[src/rtl/xcfi_check_sequencer.sv]
// Picks the XCFI check cycle: strobes `check` on the first eligible retirement inside
// [CHECK_MIN, CHECK_MAX], and tracks order continuity, timeout and early halt.
module xcfi_check_sequencer #(
    parameter int unsigned CHECK_MIN = 10,
    parameter int unsigned CHECK_MAX = 30,
    parameter int unsigned ORDER_MIN = 0,
    parameter int unsigned CWIDTH    = 8,
    parameter int unsigned OWIDTH    = 64
) (
    input  logic              g_clk,
    input  logic              g_resetn,
    input  logic              rvfi_valid,
    input  logic [OWIDTH-1:0] rvfi_order,
    input  logic              rvfi_halt,
    output logic              check,
    output logic [OWIDTH-1:0] check_order,
    output logic [CWIDTH-1:0] cycle_count,
    output logic [1:0]        state,
    output logic              busy,
    output logic              order_err,
    output logic              timeout,
    output logic              halted
);

    typedef enum logic [1:0] {
        ST_WAIT  = 2'd0,
        ST_ARMED = 2'd1,
        ST_DONE  = 2'd2,
        ST_ABORT = 2'd3
    } state_t;

    localparam logic [CWIDTH-1:0] LP_ARM_AT    = CWIDTH'(CHECK_MIN - 1);
    localparam logic [CWIDTH-1:0] LP_MAX_AT    = CWIDTH'(CHECK_MAX);
    localparam logic [CWIDTH-1:0] LP_SAT       = {CWIDTH{1'b1}};
    localparam logic [OWIDTH-1:0] LP_ORDER_MIN = OWIDTH'(ORDER_MIN);
    localparam state_t            LP_RST_STATE = (CHECK_MIN == 0) ? ST_ARMED : ST_WAIT;

    state_t            r_state;
    state_t            w_state_nxt;
    logic [CWIDTH-1:0] r_cycle_count;
    logic [OWIDTH-1:0] r_check_order;
    logic [OWIDTH-1:0] r_expected;
    logic              r_first_seen;
    logic              r_order_err;
    logic              r_timeout;
    logic              r_halted;
    logic              w_set_timeout;
    logic              w_set_halted;
    logic              w_eligible;
    logic              w_check;
    logic              w_order_bad;
    logic [OWIDTH:0]   w_order_diff;

    // Borrow-out of the subtraction gives order >= ORDER_MIN without a constant compare when ORDER_MIN is 0.
    assign w_order_diff = {1'b0, rvfi_order} - {1'b0, LP_ORDER_MIN};
    assign w_eligible   = rvfi_valid && !w_order_diff[OWIDTH];
    assign w_check      = g_resetn && (r_state == ST_ARMED) && w_eligible;
    assign w_order_bad  = rvfi_valid &&
                          (r_first_seen ? (rvfi_order != r_expected) : (rvfi_order != '0));

    always_comb begin
        w_state_nxt   = r_state;
        w_set_timeout = 1'b0;
        w_set_halted  = 1'b0;
        case (r_state)
            ST_WAIT: begin
                if (rvfi_valid && rvfi_halt) begin
                    w_state_nxt  = ST_ABORT;
                    w_set_halted = 1'b1;
                end else if (r_cycle_count == LP_ARM_AT) begin
                    w_state_nxt = ST_ARMED;
                end
            end
            ST_ARMED: begin
                if (w_check) begin
                    w_state_nxt = ST_DONE;
                end else begin
                    if (rvfi_valid && rvfi_halt) begin
                        w_state_nxt  = ST_ABORT;
                        w_set_halted = 1'b1;
                    end
                    if (r_cycle_count == LP_MAX_AT) begin
                        w_state_nxt   = ST_ABORT;
                        w_set_timeout = 1'b1;
                    end
                end
            end
            default: w_state_nxt = r_state;
        endcase
    end

    always_ff @(posedge g_clk) begin
        if (!g_resetn) begin
            r_state       <= LP_RST_STATE;
            r_cycle_count <= '0;
            r_check_order <= '0;
            r_expected    <= '0;
            r_first_seen  <= 1'b0;
            r_order_err   <= 1'b0;
            r_timeout     <= 1'b0;
            r_halted      <= 1'b0;
        end else begin
            r_state <= w_state_nxt;
            if (r_cycle_count != LP_SAT) begin
                r_cycle_count <= r_cycle_count + 1'b1;
            end
            if (w_check) begin
                r_check_order <= rvfi_order;
            end
            if (rvfi_valid) begin
                r_expected   <= rvfi_order + 1'b1;
                r_first_seen <= 1'b1;
            end
            if (w_order_bad)   r_order_err <= 1'b1;
            if (w_set_timeout) r_timeout   <= 1'b1;
            if (w_set_halted)  r_halted    <= 1'b1;
        end
    end

    assign check       = w_check;
    assign check_order = r_check_order;
    assign cycle_count = r_cycle_count;
    assign state       = r_state;
    assign busy        = (r_state == ST_WAIT) || (r_state == ST_ARMED);
    assign order_err   = r_order_err;
    assign timeout     = r_timeout;
    assign halted      = r_halted;

endmodule

[config.mk]
export PLATFORM = sky130hd
export DESIGN_NAME = xcfi_check_sequencer
export DESIGN_NICKNAME = d
export VERILOG_FILES = /design/src/rtl/xcfi_check_sequencer.sv
export SDC_FILE = /design/constraint.sdc
export NUM_CORES = 1
export LEC_CHECK = 0
export CORE_AREA = 2 2 123 125
export DETAILED_ROUTE_END_ITERATION = 8
export DIE_AREA = 0 0 125 127
export PLACE_DENSITY = 0.8
export SETUP_SLACK_MARGIN = 0.02
export SYNTH_ARGS = -nofsm -noshare
export SYNTH_HDL_FRONTEND = slang
export SYNTH_SLANG_ARGS = --single-unit
[constraint.sdc]
create_clock -name g_clk -period 2.6 [get_ports g_clk]
set_input_delay 0.52 -clock g_clk [delete_from_list [all_inputs] [get_ports g_clk]]
set_output_delay 0.52 -clock g_clk [all_outputs]
set_load 0.05 [all_outputs]
# == Yosys cells after proc, flatten, opt, wreduce, memory -nomap -nowiden ==
# Cells that the tools add are included.
# word_totals
word_cells,39
register_bits,142
output_inout_bits,79
# classes
n_eq_ne,7
n_reduce_logical,9
n_mux,13
n_addsub,2
# op_table
op,count
$add 64x1->64 const B,1
$ne 64x64->1,1
$reduce_bool 64->1,1
$mux 2,5
$add 8x1->8 const B,1
$eq 8x4->1 const B,1
$eq 8x5->1 const B,1
$ne 8x8->1 const B,1
$mux 1,6
$logic_and 1x1->1,4
$ne 4x2->1 const B,1
$pmux 2 s2,1
$ne 3x3->1 const B,1
$reduce_and 3->1,1
$eq 2x1->1 const B,1
$logic_not 2->1,1
$pmux 1 s2,1
$reduce_bool 2->1,1
$logic_or 1x1->1,1

# == Longest topological paths before layout ==
# Gate-level depths: netlist (run 1).
# depth
ltp_word,5
ltp_mapped,8
depth_no_buf,7

# == Least setup slack after synthesis (run 1) ==
# Ideal clock, no wire load.
# synth_path
path_kind,reg-to-output
startpoint,"register r_state[1], in the netlist state[1]"
endpoint,output port check
arrival_time_ns,1.970
slack_ns,0.110
stages_incl_launch_ff,5
cell_sequence,dfxtp_1 > inv_1 > nand3_1 > clkbuf_1 > nor2_1
# synth_between
elab_chain_len,3
# synth_rtl
element,line_no,text
from (decl),38,state_t r_state;
from (signal assigned),103,r_state <= w_state_nxt;
$eq 2x1->1,57,assign w_check = g_resetn && (r_state == ST_ARMED) && w_eligible;
$logic_and 1x1->1 (2 in series),57,
to (decl),15,"output logic check,"
# Every way passes these cells.

# == Final worst setup path (run 1) ==
# layout_path
startpoint,input port rvfi_order[17]
endpoint,register r_expected[63]
# layout_between
elab_chain_len,1
# layout_rtl
element,line_no,text
from (decl),13,"input logic [OWIDTH-1:0] rvfi_order,"
$add 64x1->64,111,r_expected <= rvfi_order + 1'b1;
to (signal assigned),111,
to (decl),42,logic [OWIDTH-1:0] r_expected;
# Every way passes these cells.
# A chain may end at the register's enable or synchronous reset.

==> metrics.cfg, run 1 <==
[die]
num_io_pins = 147
design.core.area_um2 = 14400
placement_rows = 44
chipWidth_um = 125
initial_core_util = 0.526
dieHeight_um = 127
die_area_um2 = 15900

[drt]
drt_first_iter_violations = 894
postRouteAntennaNets = 0
post-route-drc-count = 0
detailedRoute.firstPassIterationCount = 5
via_total_after_detailed_routing = 8231
drt_wl_total_um = 26000
avgViaCountPerCell = 5.97
wl_per_instance_um = 18.9

[job]
max-cap-violations = 0

[timing]
fin_ws_ns = 0.269
drv_slew = 0
post-route-period-util = 0.897
rsz0062_at_grt = no
tightest_slew_ns = 0.683
timing_hold_violations_final = 0
finalWorstPathRequiredPeriod_ns = 2.33
slew-limit-headroom = 0.545
finClkSkew_ns = 0.0133
finalSetupViolCount = 0
f_max_mhz = 429

[yosys]
netlist_top_cells_count = sky130_fd_sc_hd__nand2_1 (155), sky130_fd_sc_hd__dfxtp_1 (142), sky130_fd_sc_hd__a21oi_1 (103)
synthArstFlopShare = 0
synth.yosys.seq_area_share = 0.374
synth_top_cell_by_area = sky130_fd_sc_hd__dfxtp_1
post_synth_and_or_nand_nor_area_fraction = 0.278
synth_top_flop_cell = sky130_fd_sc_hd__dfxtp_1
syn-num-nets = 1052
ys_top_cells_by_area = sky130_fd_sc_hd__dfxtp_1 (37%), sky130_fd_sc_hd__nand2_1 (7.7%), sky130_fd_sc_hd__a21oi_1 (6.8%)
syn-cell-area_um2 = 7590
synth.lib_cells_used.distinct = 57
post_syn_instances = 979
synthMostInstantiatedCell = sky130_fd_sc_hd__nand2_1
avg_synthesized_cell_area_um2 = 7.76
synthXorXnorAreaFrac = 0.105
ys_warn_count = 0
post-synth-top-area-fraction = 0.374
ys_ff_latch = 142
synth-compound-area-share = 0.156
number_of_enable_type_register_cells_in_the_synthesized_netlist = 0
yosys.area_share.adder = 0.00824
synth_top_family_by_area = simple AND/OR/NAND/NOR gates
muxShareOfSynthArea = 0.0122

[clocking]
holdBufCountCts = 0
cts_tree = done
postCtsResizedCells = 0
cts_max_path_buffers = 2
clkSlewWorstSetupHoldPaths_ns = 0.06
ctsRootBufferMaster = sky130_fd_sc_hd__clkbuf_16
cts_buffers = 17
number_of_buffers_inserted_to_repair_setup_after_cts = 0
insertion_delay_ns = 0.44
cts_max_level = 4
cts.sink_count = 142

[worst_setup_path]
cp_cell_sequence = clkdlybuf4s50_1 -> and4_1 -> nand4_4 -> or4_4 -> or3_1 -> a31oi_1
crit_slowest_cell = sky130_fd_sc_hd__clkdlybuf4s50_1
path_class = in -> reg
timing.critical_path.max_delay_family = simple AND/OR/NAND/NOR gates
worstPathArrival_ns = 2.69
path_buf_inv = 1
timing.critical_path.to_type = flop
worstPathRequired_ns = 2.96
cp_slowest_stage_delay_ns = 0.65
timing.critical_path.from_type = primary input
timing.critical_path.fanout_max = 7

[pwr]
pwr-share-comb = 0.161
pwr_density_cell_nw_per_um2 = 583
power.share.switching = 0.269
power.sequential.fraction = 0.382
cellLeakagePower_nw = 3.88
netSwitchingPower_mw = 1.67
power_mw = 6.20
p_int_mw = 4.53
vdd_ir_drop_max_mv = 0.556
share_clk_of_total_power = 0.458

[global_route]
grt_antenna_before_repair = 0
largest_net_degree_at_the_start_of_global_routing = 123
grt_util_all_layers = 0.324
grt_pass1_wl_um = 41300
number_of_global_route_vias_before_repair = 7890
grt_remaining_overflow = 0

[cells_and_area]
fillCellCount = 1098
finalNetCount = 1255
n_antenna_cell = 0
areaGrowthSynthToFinish_pct = 40.0
final_layout_size_suffix_gt1_frac = 0.151
final_core_utilization = 0.737
fin_cells = 1379

[placed_design]
placedCellCount = 1347
io_buffer_count = 146
routabilityCongestion = 1.03
detailed_place_hpwl_um = 18200
dpl_worst_slack_ns = -0.183

[worst_hold_path]
tightest_hold_check_type = reg -> reg

[status]
status = finished clean

placed cells by master, fill, tap and decap left out, types with 6 or more instances in the layout:
cell,n
sky130_fd_sc_hd__o21ai_0,41
sky130_fd_sc_hd__nor2_1,40
sky130_fd_sc_hd__mux2i_1,7
sky130_fd_sc_hd__clkdlybuf4s50_1,143
sky130_fd_sc_hd__dfxtp_1,142
sky130_fd_sc_hd__nand4_1,30
sky130_fd_sc_hd__nor4_1,48
sky130_fd_sc_hd__xnor2_1,53
sky130_fd_sc_hd__bufinv_16,6
sky130_fd_sc_hd__nor2b_1,17
sky130_fd_sc_hd__a211oi_1,19
sky130_fd_sc_hd__o211ai_1,6
sky130_fd_sc_hd__nand2_1,155
sky130_fd_sc_hd__a31oi_1,9
sky130_fd_sc_hd__clkbuf_16,17
sky130_fd_sc_hd__nor3_1,24
sky130_fd_sc_hd__and4_1,14
sky130_fd_sc_hd__inv_1,29
sky130_fd_sc_hd__buf_12,6
sky130_fd_sc_hd__a21oi_1,103
sky130_fd_sc_hd__nand3_1,36
sky130_fd_sc_hd__and3_1,15
sky130_fd_sc_hd__xor2_1,38
sky130_fd_sc_hd__buf_4,126
worst reg2reg max path: cells and delay by family (launching register included):
kind / cells / cell delay, ns
AND/OR/NAND/NOR: 3 / 1.05
AO/OA/AOI/OAI: 2 / 0.47
flip-flops: 1 / 0.33
worst paths after layout:
kind	slack (ns)	to	cells past startpoint	start
max	0.27	r_expected[63]	6	rvfi_order[17]
min	0.45	check_order[34]	2	check_order[34]
min reg2reg	0.45	check_order[34]	2	check_order[34]
max reg2reg	0.62	order_err	5	r_expected[22]
state kept, by name, summed over array words and instances, names as in the netlist:
signal	cells
halted	1
r_first_seen	1
state	2
r_expected	64
cycle_count	8
check_order	64
timeout	1
order_err	1
kinds of logic after synthesis:
kind of cell | after synthesis
AOI/OAI and AO/OA | 203
xor gates and xnor gates | 91
adders and majority gates | 5
buffers and inverters | 123
DFF | 142
muxes | 9
and+or+nand+nor | 406
power by group through the flow:
| stage | Sequential, mW | Combinational (mW) | Clock [mW] |
|---|---|---|---|
| after CTS | 2.36 | 0.981 | 2.85 |
| after detailed placement | 2.41 | 0.970 | 0 |
| after global routing | 2.37 | 1.06 | 2.96 |
| after global placement | 2.40 | 0.958 | 0 |
| after floorplan | 2.50 | 0.426 | 0 |
| final | 2.36 | 0.996 | 2.84 |
layout make-up:
| class | instances | area, um^2 | area share |
|---|---|---|---|
| Clock inverter | 14 | 239 | 0.0225 |
| Inverter | 30 | 114 | 0.0107 |
| Sequential cell | 142 | 2840 | 0.267 |
| Timing Repair Buffer | 277 | 2510 | 0.236 |
| Tap cell | 184 | 230 | 0.0217 |
| Multi-Input combinational cell | 714 | 4260 | 0.401 |
| Clock buffer | 18 | 439 | 0.0413 |
metrics by stage:
step           hold WS (ns)  setup TNS [ns]  instance area [um^2]
2_1_floorplan         0.456               0                  7590
3_3_place_gp          0.441          -0.425                  9950
3_5_place_dp          0.446          -0.713                  9950
4_1_cts               0.454               0                 10600
5_1_grt               0.471               0                 10600
6_report              0.451               0                 10600
per-layer routing:
layer,track usage,up-vias,routed length [um],share of wire
met4,0.127,0,989,0.038
met1,0.403,3873,10500,0.40
met2,0.538,416,12400,0.48
met3,0.0909,77,2130,0.082
met5,0,-,0,0
li1,-,3865,-,-
No activity file was read; power rests on OpenSTA's default activity.
==> run 2: changes to the inputs <==
Settings changed: PLACE_DENSITY 0.8 to not set, PLACE_DENSITY_LB_ADDON set to 0.15, TNS_END_PERCENT set to 20.
==> metrics.cfg, run 2 (synthesized netlist as in run 1, its figures left out) <==
[placed_design]
routabilityCongestion = 1.01  ; -2.3%
io_buffer_count = 146  ; unchanged
dpl_worst_slack_ns = -0.159  ; +0.0244 ns
placed_area_um2 = 9920  ; -0.38%
detailed_place_hpwl_um = 17500  ; -4.2%

[worst_hold_path]
min_delay_path_depth = 2  ; unchanged
tightest_hold_check_type = reg -> reg

[timing]
finClkSkew_ns = 0.00756  ; -0.00577 ns
slew-limit-headroom = 0.558  ; +0.0132
post-route-period-util = 0.889  ; -0.00763
fin_ws_ns = 0.289  ; +0.0198 ns
finalSetupViolCount = 0  ; unchanged
finalWorstPathRequiredPeriod_ns = 2.31  ; -0.0198 ns
drv_slew = 0  ; unchanged
rsz0062_at_grt = no
f_max_mhz = 433  ; +0.86%
timing_hold_violations_final = 0  ; unchanged
finalSetupTns_ns = 0  ; unchanged
tightest_slew_ns = 0.663  ; -0.0198 ns

[drt]
routed.top_layer = met4
via_total_after_detailed_routing = 7923  ; -3.7%
met3RoutedLength_um = 1700  ; -20%
route.met2.wl_um = 11200  ; -9.1%
post-route-drc-count = 0  ; unchanged
postRouteAntennaNets = 0  ; unchanged
detailedRoute.firstPassIterationCount = 5  ; unchanged
drt_wl_total_um = 24200  ; -6.9%
wl_per_instance_um = 17.6  ; -6.5%
drt_first_iter_violations = 767  ; -14%
met1Wirelength_um = 10500  ; -0.10%
avgViaCountPerCell = 5.77  ; -3.4%

[cells_and_area]
design_area_um2 = 10500  ; -1.1%
mostFrequentLayoutCell = sky130_fd_sc_hd__nand2_1
areaGrowthSynthToFinish_pct = 38.4
finalNetCount = 1250  ; -0.40%
n_antenna_cell = 0  ; unchanged
layout_common_cells = sky130_fd_sc_hd__nand2_1 (155), sky130_fd_sc_hd__clkdlybuf4s50_1 (143), sky130_fd_sc_hd__dfxtp_1 (142)
final_core_utilization = 0.729  ; -0.00841
fillCellCount = 1164  ; +6.0%
multiInputGateArea_um2 = 4260  ; unchanged
final_layout_size_suffix_gt1_frac = 0.147  ; -0.00357
seqCellArea_um2 = 2840  ; unchanged

[die]
design.core.area_um2 = 14400  ; unchanged
num_io_pins = 147  ; unchanged
initial_core_util = 0.526  ; unchanged
chipWidth_um = 125  ; unchanged
placement_rows = 44  ; unchanged
dieHeight_um = 127  ; unchanged
die_area_um2 = 15900  ; unchanged

[worst_setup_path]
critical_path.startpoint = rvfi_order[20]
regToRegStartpoint = r_expected[43]
path_class = in -> reg
worstPathArrival_ns = 2.61  ; -0.08 ns
timing.critical_path.from_type = primary input
reg_to_reg_end = order_err
worst-r2r-cell-count = 5  ; unchanged
timing.critical_path.to_type = flop
cp_cell_sequence = clkdlybuf4s50_1 -> inv_1 -> a2111o_1 -> or4b_2 -> nor4_1 -> a41oi_1
worstPathRequired_ns = 2.90  ; -0.06 ns
timing.critical_path.to = order_err
cp_slowest_stage_delay_ns = 0.67  ; +0.02 ns
timing.critical_path.fanout_max = 4  ; -3
regToRegSetupSlack_ns = 0.60  ; -0.02 ns
crit_slowest_cell = sky130_fd_sc_hd__or4b_2

[status]
status = finished clean

[global_route]
number_of_global_route_vias_before_repair = 7524  ; -4.6%
largest_net_degree_at_the_start_of_global_routing = 122  ; -0.81%
grt_remaining_overflow = 0  ; unchanged
grt_util_all_layers = 0.308  ; -0.0167
grt_pass1_wl_um = 39100  ; -5.3%
grt_antenna_before_repair = 0  ; unchanged

[pwr]
power_mw = 5.80  ; -6.4%
pwr_density_cell_nw_per_um2 = 552  ; -5.3%
vdd_ir_drop_max_mv = 0.504  ; -9.3%
cellLeakagePower_nw = 3.82  ; -1.4%

[clocking]
cts_max_level = 4  ; unchanged
cts.sink_count = 142  ; unchanged
postCtsResizedCells = 0  ; unchanged
number_of_buffers_inserted_to_repair_setup_after_cts = 0  ; unchanged
ctsRootBufferMaster = sky130_fd_sc_hd__clkbuf_16
cts_tree = done
insertion_delay_ns = 0.43  ; about the same
holdBufCountCts = 0  ; unchanged
clkSlewWorstSetupHoldPaths_ns = 0.06  ; about the same
cts_buffers = 17  ; unchanged
cts_max_path_buffers = 2  ; unchanged

[job]
max-cap-violations = 0  ; unchanged

## run 2: cell types whose count changed in the layout (fill, tap and decap cells not counted), sizes merged
cell and change:
clkbuf +3, inv -1, bufinv -4, clkinv +3, buf -5, clkinvlp -1
## run 2: critical path: cells and delay by family
| family | cells | cell delay (ns) |
|---|---|---|
| buffers and inverters | 2 | 0.63 |
| AO/OA/AOI/OAI | 2 | 0.54 |
| AND/OR/NAND/NOR | 2 | 0.92 |
## run 2: cell type report
cell class                 instances  share of cell area
sequential                       142               0.270
inverter                          30              0.0108
clock inverter                    11              0.0108
tap                              184              0.0219
clock buffer                      21              0.0457
multi-input combinational        714               0.405
timing repair buffer             272               0.235
## run 2: worst min path at each step
stage,from,end
2_1_floorplan,r_first_seen,r_first_seen
3_3_place_gp,check_order[5],check_order[5]
3_5_place_dp,check_order[44],check_order[44]
4_1_cts,check_order[44],check_order[44]
5_1_grt,check_order[10],check_order[10]
6_report,check_order[34],check_order[34]
## run 2: power breakdown
part	leakage, nW	switching [mW]	internal, mW
clock network	0.294	0.962	1.50
registers	1.16	0.0777	2.28
logic	2.37	0.560	0.412
## run 2: metal layers
metal  global-route usage  vias to the layer above
li1                     -                     3846
met5                    0                        -
met1                0.400                     3717
met4                0.131                        0
met2                0.493                      308
met3               0.0729                       52
## run 2: per-stage QoR
stage / cells / hold slack (ns)
3_3_place_gp: 1342 / 0.441
6_report: 1374 / 0.451
2_1_floorplan: 979 / 0.456
3_5_place_dp: 1342 / 0.445
4_1_cts: 1374 / 0.453
5_1_grt: 1374 / 0.477
